### config.mk
export PLATFORM = sky130hd
export DESIGN_NAME = fetch_queue
export DESIGN_NICKNAME = d
export VERILOG_FILES = /design/src/rtl/fetch_queue.sv
export SDC_FILE = /design/constraint.sdc
export NUM_CORES = 1
export LEC_CHECK = 0
export ABC_AREA = 1
export CORE_MARGIN = 4
export CORE_UTILIZATION = 45
export CTS_CLUSTER_SIZE = 40
export DETAILED_ROUTE_END_ITERATION = 16
export HOLD_SLACK_MARGIN = 0.05
export PLACE_DENSITY_LB_ADDON = 0.2
export SLEW_MARGIN = 20
export SYNTH_ARGS = -nofsm -noshare
export SYNTH_HDL_FRONTEND = slang
export SYNTH_SLANG_ARGS = --single-unit
### constraint.sdc
create_clock -name clock -period 3.99 [get_ports clock]
set_clock_uncertainty 0.2 [all_clocks]
set_input_delay 0.5985 -clock clock [delete_from_list [all_inputs] [get_ports clock]]
set_output_delay 0.5985 -clock clock [all_outputs]
set_load 0.02 [all_outputs]
### src/rtl/fetch_queue.sv
// Instruction-fetch front end: walks the fetch PC, issues single outstanding
// requests to instruction memory and queues {word, pc+4} for the decode stage.
module fetch_queue #(
    parameter int          DEPTH    = 4,
    parameter logic [31:0] RESET_PC = 32'h00000000
) (
    input  logic        clock,
    input  logic        start,
    output logic        imem_req,
    output logic [31:0] imem_addr,
    input  logic        imem_ack,
    input  logic        imem_rvalid,
    input  logic [31:0] imem_rdata,
    input  logic        redirect,
    input  logic [31:0] redirect_pc,
    input  logic        id_ready,
    output logic        instr_valid,
    output logic [31:0] instr,
    output logic [31:0] instr_pc4
);

    localparam int PTR_W = $clog2(DEPTH);
    localparam int CNT_W = PTR_W + 1;

    typedef enum logic [1:0] {IDLE, REQ, WAIT, DROP} stateT;

    stateT             state;
    stateT             nextState;
    logic [31:0]       fpc;
    logic [31:0]       tagPc4;
    logic [31:0]       wordMem [DEPTH];
    logic [31:0]       pc4Mem  [DEPTH];
    logic [PTR_W-1:0]  wrPtr;
    logic [PTR_W-1:0]  rdPtr;
    logic [CNT_W-1:0]  count;
    logic              accept;
    logic              push;
    logic              pop;
    logic              unusedBits;

    assign unusedBits = ^redirect_pc[1:0];

    // Redirect never blocks an in-flight response from arriving, so an accepted
    // request that gets flushed must be drained through DROP before refetching.
    always_comb begin
        nextState = state;
        accept    = 1'b0;
        push      = 1'b0;
        case (state)
            IDLE: begin
                if (!redirect && (count < CNT_W'(DEPTH)))
                    nextState = REQ;
            end
            REQ: begin
                accept = imem_ack;
                if (imem_ack)
                    nextState = redirect ? DROP : WAIT;
            end
            WAIT: begin
                if (imem_rvalid) begin
                    push      = !redirect;
                    nextState = IDLE;
                end else if (redirect) begin
                    nextState = DROP;
                end
            end
            DROP: begin
                if (imem_rvalid)
                    nextState = IDLE;
            end
            default: nextState = IDLE;
        endcase
    end

    assign pop = instr_valid && id_ready && !redirect;

    always_ff @(posedge clock or posedge start) begin
        if (start)
            state <= IDLE;
        else
            state <= nextState;
    end

    always_ff @(posedge clock or posedge start) begin
        if (start) begin
            fpc    <= RESET_PC;
            tagPc4 <= 32'h0;
        end else if (redirect) begin
            fpc <= {redirect_pc[31:2], 2'b00};
        end else if (accept) begin
            fpc    <= fpc + 32'd4;
            tagPc4 <= fpc + 32'd4;
        end
    end

    always_ff @(posedge clock or posedge start) begin
        if (start) begin
            wrPtr <= '0;
            rdPtr <= '0;
            count <= '0;
        end else if (redirect) begin
            wrPtr <= '0;
            rdPtr <= '0;
            count <= '0;
        end else begin
            if (push)
                wrPtr <= wrPtr + PTR_W'(1);
            if (pop)
                rdPtr <= rdPtr + PTR_W'(1);
            if (push && !pop)
                count <= count + CNT_W'(1);
            else if (pop && !push)
                count <= count - CNT_W'(1);
        end
    end

    // Storage needs no reset: entries are only visible while count covers them.
    always_ff @(posedge clock) begin
        if (push) begin
            wordMem[wrPtr] <= imem_rdata;
            pc4Mem[wrPtr]  <= tagPc4;
        end
    end

    assign imem_req    = (state == REQ);
    assign imem_addr   = fpc;
    assign instr_valid = (count != '0);
    assign instr       = instr_valid ? wordMem[rdPtr] : 32'h0;
    assign instr_pc4   = instr_valid ? pc4Mem[rdPtr]  : 32'h0;

endmodule

==> flow_summary.toml, run 1 <==
[status]
status = "finished, final reports clean"

[timing]
finalHoldViolations = 0
fmax_mhz = 267
finalCritPeriodShare = 0.937
setup-violations-final = 0
setup_slack_ns = 0.251
maxSlewHeadroom = 0.472
tightestPinTransition_ns = 0.791
min_period_ns = 3.74
hold_ws_ns = 0.312
rsz0062_at_grt = "no"
slew_violations = 0

[setup_path]
max_stage_delay_ns = 0.72
worst_setup_path_start_kind = "register"
worst_r2r_endpoint = "count[2]"
crit_type = "reg2out"
required_ns = 3.19
end_kind = "primary output"
r2r_slack_ns = 1.77
reg2reg_depth = 12
crit_slowest_cell = "dfrtp_4"
arrival_ns = 2.94
crit_fanout = 99
regToRegStartpoint = "state[1]"
cp_num_buf_inv = 3
cp_top_family = "buffers and inverters"
path_cells = "inv_2 > buf_12 > o21ai_0 > a21oi_1 > clkdlybuf4s50_1"

[finish]
num_antenna_cells = 0
stdcell_count = 1858
fin_nets = 1525
drive_gt1_frac = 0.0678
fillers = 2479
syn_to_final_growth_pct = 23.5
multi_input_area_sq_um = 3760
register_area_sq_um = 9180

[pwr]
ir_worst_vdd_v = 0.000307
clock_power_share = 0.277
combPwrFrac = 0.310
switching_share = 0.337
p_sw_uw = 3600
internal_power_uw = 7100
p_leak_uw = 0.00631
power.density_nw_per_um2 = 646
seqPwrFrac = 0.413

[global_routing]
overflow = 0
antenna_found_initial = 0
track_usage = 0.190
grt_max_degree = 100
grt_pass1_wl_um = 49900
grt_pass1_vias = 9350

[placed_design]
dp.cells = 1797
pre_cts_ws_ns = 0.744
io_buffers = 161
gp_congestion = 0.889
place_hpwl_um = 18600

[route]
avgViaCountPerCell = 5.15
postRouteAntennaNets = 0
routed_wl_um = 32000
drtIter0Drc = 604
dr.pass1.iters = 7
avgRoutedWirePerCell_um = 17.2
drc = 0
vias = 9570

[synth]
synth_area_sq_um = 13400
synthFlopType = "edfxtp_1"
synth_top_area_cell = "edfxtp_1"
netlist_instances = 1294
synth_warnings = 0
synth_top_area_share = 0.555
synth-edff-count = 248
yosysSeqAreaShare = 0.683
synth.area.top_cells = "edfxtp_1 (55%), dfrtp_1 (13%), nor2_1 (8.3%), nand2_1 (7.1%), o21ai_0 (5.7%)"
ys_ff_latch = 317
synth_cell_type_count = 30
avgSynthCellArea_sq_um = 10.4
synthArstFlopShare = 0.218

[min_path]
worstHoldPathCells = 0
min-delay-start = "tagPc4[19]"
min_to = "pc4Mem[3][19]"
hold_path_class = "reg2reg"

[cts]
cts_tree = "yes"
cts_setup_buffers = 0
cts_root_buffer = "clkbuf_16"
hold_buffers = 0
cts.sinks = 317
clockBufferDepth = 3
clkLatencyLatePin_ns = 0.50
clkTransAtPathRegs_ns = 0.06
cts.repair.resized = 0
numCtsBuffers = 34
cts-htree-levels = 2

[floorplanning]
start_util = 0.461
dieHeight_um = 181
rows = 62
die_width_um = 181
die_area_sq_um = 32700
ios = 168
fp.coreArea_sq_um = 29100

[job]
cap_violations = 0
-- layout make-up --
class                           count  area share
Clock buffer                       40      0.0540
Clock inverter                     21     0.00974
Inverter                           67      0.0153
Multi-Input combinational cell    852       0.227
Sequential cell                   317       0.554
Tap cell                          384      0.0290
Timing Repair Buffer              177       0.111
-- layer usage --
metal | GRT usage | vias up | part of all wire
met5 | 0 | - | 0
met4 | 0.0466 | 0 | 0.019
met3 | 0.0330 | 57 | 0.062
met2 | 0.318 | 315 | 0.47
met1 | 0.262 | 4571 | 0.45
li1 | - | 4627 | -
-- cell families (layout without fill, tap and decap cells) --
logic type | count (synthesis) | in the layout | synth area share
buf+inv | 128 | 305 | 0.0396
fa+ha+maj | 6 | 6 | 0.00615
flops | 317 | 317 | 0.683
compound gates | 223 | 223 | 0.0836
xor+xnor | 11 | 11 | 0.00718
other cells | 1 | 4 | 0.000279
simple gates | 608 | 608 | 0.180
-- cells in the final DEF (no fill, tap or decap), types with 7 or more instances in the layout --
| cell type | n |
|---|---|
| nor2_1 | 294 |
| nand2_1 | 255 |
| edfxtp_1 | 248 |
| clkdlybuf4s50_1 | 161 |
| o21ai_0 | 152 |
| a21oi_1 | 68 |
| dfrtp_1 | 67 |
| inv_1 | 57 |
| clkbuf_16 | 35 |
| nand3_1 | 33 |
| inv_2 | 9 |
| nor2_2 | 9 |
| buf_12 | 9 |
| xor2_1 | 8 |
| nor2_4 | 7 |
| clkinv_2 | 7 |
| clkinv_1 | 7 |
| buf_4 | 7 |
-- per-stage QoR --
step                utilization  cell area, sq um  TNS [ns]  power, uW
floorplan                     -             13400    -72.62       6230
global placement          0.533             15500         0       7780
detailed placement        0.533             15500         0       7830
CTS                       0.570             16600         0      10800
global route              0.570             16600         0      11300
finish                    0.570             16600         0      10700
-- worst max-delay path by stage --
stage | from | endpoint | cells past startpoint
2_1_floorplan | redirect | pc4Mem[0][10] | 4
3_5_place_dp | rdPtr[0] | instr_pc4[21] | 5
5_1_grt | rdPtr[0] | instr[19] | 6
4_1_cts | rdPtr[0] | instr_pc4[21] | 5
3_3_place_gp | rdPtr[0] | instr_pc4[21] | 5
6_report | rdPtr[0] | instr_pc4[21] | 5
-- sequential cells by signal, indices dropped and copies added, names as in the netlist --
name       flops
pc4Mem       120
count          3
state          2
wrPtr          2
tagPc4        30
imem_addr     30
rdPtr          2
wordMem      128
-- worst register-to-register path: stages, from the launching register on --
cell and delay, ns:
dfrtp_1 0.36, inv_1 0.12, nor2_1 0.08, nand3_2 0.23, inv_1 0.14, nand2_1 0.10
inv_1 0.06, fa_1 0.37, xor2_1 0.17, nand3b_1 0.13, nand2_1 0.05, nand3_1 0.06
nand2_1 0.05
-- synth_stat cells (5+ instances only) --
library cell,n
xor2_1,8
nor2_2,9
edfxtp_1,248
nand2_1,255
buf_4,6
buf_2,21
clkbuf_1,30
a21oi_1,68
ha_1,5
inv_1,58
nor2_1,298
dfrtp_1,69
o21ai_0,152
inv_2,8
nand3_1,33
-- power by group through the flow --
stage                     registers, uW  clock network (uW)  logic, uW
after floorplan                    4380                   0       1850
after global placement             4460                   0       3330
after detailed placement           4470                   0       3360
after CTS                          4410                3020       3370
after global routing               4470                3180       3640
final                              4420                2960       3320
(Power assumes the default switching activity.)
==> run 2, diff against run 1 <==
--- a/config.mk
+++ b/config.mk
@@ -11,6 +11,7 @@
 export CTS_CLUSTER_SIZE = 40
 export DETAILED_ROUTE_END_ITERATION = 16
 export HOLD_SLACK_MARGIN = 0.05
+export MAX_ROUTING_LAYER = met4
 export PLACE_DENSITY_LB_ADDON = 0.2
 export SLEW_MARGIN = 20
 export SYNTH_ARGS = -nofsm -noshare
==> flow_summary.toml, run 2 (synthesis gave the netlist of run 1 again) <==
[placed_design]
placed_cell_area_sq_um = 15500
dp.cells = 1799
io_buffers = 161
gp_congestion = 0.911
place_hpwl_um = 18900

[finish]
final_common_cell = "nor2_1"
fin_nets = 1528
largestRegisters = "wordMem: 128 flops, pc4Mem: 120 flops"
num_antenna_cells = 0
fillers = 2476
design_area_sq_um = 16700
drive_gt1_frac = 0.0680
stdcell_count = 1855
largest_reg_flops = 128
regMostFlops = "wordMem"
layout_common_cells = "nor2_1 (294), nand2_1 (255), edfxtp_1 (248), clkdlybuf4s50_1 (161), o21ai_0 (152)"
syn_to_final_growth_pct = 24.2

[setup_path]
worst_setup_path_start_kind = "register"
arrival_ns = 2.81
required_ns = 3.19
crit_type = "reg2out"
crit_fanout = 28
end_kind = "primary output"

[timing]
min_period_ns = 3.60
tightestPinTransition_ns = 0.520
setup-violations-final = 0
fmax_mhz = 278
maxSlewHeadroom = 0.649
slew_violations = 0
rsz0062_at_grt = "no"
finalCritPeriodShare = 0.903
finalHoldViolations = 0

[min_path]
hold_path_class = "in2async"

[cts]
cts-htree-levels = 2
clkTransAtPathRegs_ns = 0.06
clkLatencyLatePin_ns = 0.50
cts.repair.resized = 0
clockBufferDepth = 3
hold_buffers = 0
numCtsBuffers = 35
cts_setup_buffers = 0
cts.sinks = 317
cts_root_buffer = "clkbuf_16"
cts_tree = "yes"

[global_routing]
grt_max_degree = 75
grt_pass1_wl_um = 49300
grt_pass1_vias = 9169
overflow = 0
antenna_found_initial = 0
track_usage = 0.194

[route]
avgRoutedWirePerCell_um = 16.9
postRouteAntennaNets = 0
routed_wl_um = 31400
avgViaCountPerCell = 5.10
drtIter0Drc = 646
vias = 9464
dr.pass1.iters = 5
drc = 0

[pwr]
power.density_nw_per_um2 = 655
p_leak_uw = 0.00635
ir_worst_vdd_v = 0.000295

[floorplanning]
ios = 168
die_width_um = 181
rows = 62
start_util = 0.461
fp.coreArea_sq_um = 29100
dieHeight_um = 181
die_area_sq_um = 32700

[job]
cap_violations = 0

[status]
status = "finished, final reports clean"
run 2: cell count changes in the layout (fill, tap and decap cells not counted), moves of 2 or more:
cell / change
bufinv_16: +2
buf_4: +2
clkbuf_1: +3
clkinv_2: -5
clkbuf_16: +3
clkinv_1: -6
run 2: path summary, 6_finish.rpt:
| check | from | end | slack, ns | cells after the start |
|---|---|---|---|---|
| min in group clock | tagPc4[21] | pc4Mem[3][21] | 0.32 | 0 |
| max | rdPtr[0] | instr_pc4[6] | 0.39 | 6 |
| max in group asynchronous | start | rdPtr[0] | 2.98 | 3 |
| min reg2reg | tagPc4[21] | pc4Mem[3][21] | 0.32 | 0 |
| min | start | state[0] | 0.29 | 3 |
| max reg2reg | state[1] | count[2] | 1.77 | 12 |
run 2: where the power goes:
| part | switching [uW] | internal (uW) | total [uW] |
|---|---|---|---|
| registers | 370 | 4030 | 4390 |
| logic | 2000 | 1330 | 3330 |
| clock network | 1210 | 1980 | 3190 |
| total | 3580 | 7340 | 10900 |
run 2: layer usage:
metal / vias up / track usage / part of all wire
met5: - / - / 0
met4: 0 / 0.0541 / 0.021
li1: 4634 / - / -
met2: 330 / 0.304 / 0.46
met3: 52 / 0.0300 / 0.062
met1: 4448 / 0.268 / 0.45
run 2: final cells by class:
type / count / area [sq um] / share of cell area
flip-flops and latches: 317 / 9180 / 0.551
multi-input cells: 852 / 3760 / 0.225
repair buffers: 179 / 1860 / 0.112
clock buffers: 46 / 981 / 0.0588
well taps: 384 / 480 / 0.0288
inverters: 67 / 254 / 0.0152
clock inverters: 10 / 158 / 0.00946
run 2: per-stage QoR:
step | power [uW] | hold slack, ns | TNS (ns) | setup WS (ns) | utilization
detailed placement | 7810 | 0.304 | 0 | 0.875 | 0.534
floorplan | 6230 | 0.276 | -72.62 | -0.293 | -
finish | 10900 | 0.288 | 0 | 0.386 | 0.573
global route | 11500 | 0.325 | 0 | 0.217 | 0.573
CTS | 11000 | 0.292 | 0 | 0.329 | 0.573
global placement | 7770 | 0.293 | 0 | 0.920 | 0.534
run 2: critical path: stages (launching register included):
cell	delay, ns
dfrtp_4	0.64
buf_4	0.37
nor2_1	0.10
nor2_1	0.11
o21ai_0	0.12
a21oi_1	0.29
clkdlybuf4s50_1	0.66
==> RTL change 1: new RTL, config.mk and constraints of run 2 <==
Change the parameter `DEPTH` from 4 to 2.
--- a/src/rtl/fetch_queue.sv
+++ b/src/rtl/fetch_queue.sv
@@ -1,7 +1,7 @@
 // Instruction-fetch front end: walks the fetch PC, issues single outstanding
 // requests to instruction memory and queues {word, pc+4} for the decode stage.
 module fetch_queue #(
-    parameter int          DEPTH    = 4,
+    parameter int          DEPTH    = 2,
     parameter logic [31:0] RESET_PC = 32'h00000000
 ) (
     input  logic        clock,
Check against the original RTL: not equivalent (a bounded check fails within 10 cycles, from zero or initial values).
==> RTL change 1 against run 2 <==
  * Largest power group unchanged
  * Non-clock buffer count is 8 lower
  * Sequential share of layout area is 4.9 points lower
  * Area after synthesis is 38% lower
  * Sequential cell count is 127 lower
  * Setup slack better by 0.18 ns
  * Total power is 46% lower
  * Critical path depth is 1 lower
  * Routed wire length is 40% lower
  * Cell count is 34% lower
  * Final area is 36% lower
==> RTL change 1: results (changes against run 2) <==
[outcome]
status = finished clean

[synthesis]
synthArstFlopShare = 0.347  ; +0.130
synth_area_leaders = edfxtp_1 (45%), dfrtp_1 (20%), nand2_1 (15%)
avgSynthCellArea_um2 = 10.0  ; -3.6%
synth_edf_count = 124  ; -50%
synthFlopType = edfxtp_1
ys_top_cells_by_count = nand2_1 (324), edfxtp_1 (124), dfrtp_1 (66), a21oi_1 (65), inv_1 (47)
seq_area_frac_synth = 0.649  ; -0.0343
synth_cell_types = 34  ; +13%

[clock_network]
clockBufferDepth = 2  ; -1
cts-buffers-inserted = 17  ; -51%
htreeDepth = 4  ; +2
insertion_delay_ns = 0.42  ; -0.08 ns
postCtsResizedCells = 0  ; unchanged

[finish]
final_nets = 1058  ; -31%
drive_gt1_frac = 0.0920  ; +0.0240
diodes = 0  ; unchanged
reg_top3 = wordMem x64, pc4Mem x60

[detailed_routing]
drt_iter0_markers = 275  ; -57%
via_per_inst = 4.92  ; -3.5%
wl_per_cell_um = 15.4  ; -9.1%
wirelength_um = 18900  ; -40%
ant_nets = 0  ; unchanged
dr.pass1.iters = 5  ; unchanged

[power]
p_leak_nw = 4.27  ; -33%
ir_drop_v = 0.000371  ; +26%
switchingPower_mw = 1.88  ; -48%

[critical_path]
r2r_end = wordMem[0][15]
arrival_ns = 2.62  ; -0.19 ns
crit_path_end = instr_pc4[11]
startpoint = rdPtr
path_max_fanout = 52  ; +86%
rr_worst_depth = 7  ; -5
reg2reg_setup_slack_ns = 1.83  ; +0.06 ns

[min_path]
hold_depth = 0
min_to = pc4Mem[1][5]
hp-start = tagPc4[5]
hold_path_class = reg -> reg

[placed_design]
gp_congestion = 0.907  ; -0.44%
dp_hpwl_um = 12900  ; -32%
dp_slack_ns = 0.973  ; +0.0975 ns
placed_cell_area_um2 = 10100  ; -35%
dp.cells = 1197  ; -33%

[global_routing]
grt_first_pass_wirelength_um = 29900  ; -39%
first_global_vias = 5893  ; -36%
track_usage = 0.193  ; -0.00140
grt_max_degree = 65  ; -13%

[sta]
hold_slack_ns = 0.271  ; -0.0173 ns
setup_violations = 0  ; unchanged
relSlewSlack = 0.507  ; -0.142

RTL change 1: cell types whose count changed in the layout (fill, tap and decap cells not counted), sizes merged, moves of 4 or more:
cell and change:
o21bai +6, buf -8, nor2 -257, nand3 +17, inv -10, nand2 +74, edfxtp -124, xor2 -8
bufinv -4, ha -4, o21ai -126, clkbuf -24
RTL change 1: cell type report:
cell class / count / area, um2
fill: 1575 / 7320
sequential: 190 / 5380
multi-input combinational: 554 / 2550
timing repair buffer: 171 / 1700
clock buffer: 22 / 497
tap: 229 / 287
inverter: 53 / 204
clock inverter: 10 / 91.3
RTL change 1: layer usage:
layer / track usage / routed length, um / up-vias
li1: - / - / 3043
met1: 0.257 / 8810 / 2845
met2: 0.306 / 8890 / 144
met3: 0.0393 / 950 / 20
met4: 0.0515 / 235 / 0
met5: - / 0 / -
RTL change 1: power by group through the flow:
| stage | registers [mW] | logic [mW] | clock network (mW) |
|---|---|---|---|
| 2_1_floorplan | 2.75 | 0.832 | 0 |
| 3_3_place_gp | 2.74 | 1.49 | 0 |
| 3_5_place_dp | 2.75 | 1.52 | 0 |
| 4_1_cts | 2.72 | 1.53 | 1.69 |
| 6_report | 2.72 | 1.50 | 1.65 |
| 5_1_grt | 2.76 | 1.66 | 1.78 |
RTL change 1: cells by family (layout without fill, tap and decap cells):
logic type,Yosys count,after routing,synth area share
other cells,1,4,0.000453
xor+xnor,4,4,0.00423
flops,190,190,0.649
compound gates,100,100,0.0629
buf+inv,87,256,0.0461
simple gates,445,445,0.236
fa+ha+maj,1,1,0.00151
RTL change 1: worst max-delay path: stages, from the launching register on:
cell and delay [ns]:
dfrtp_2 0.62, inv_2 0.33, buf_12 0.28, nand2_1 0.08
a21oi_1 0.16, clkdlybuf4s50_1 0.69
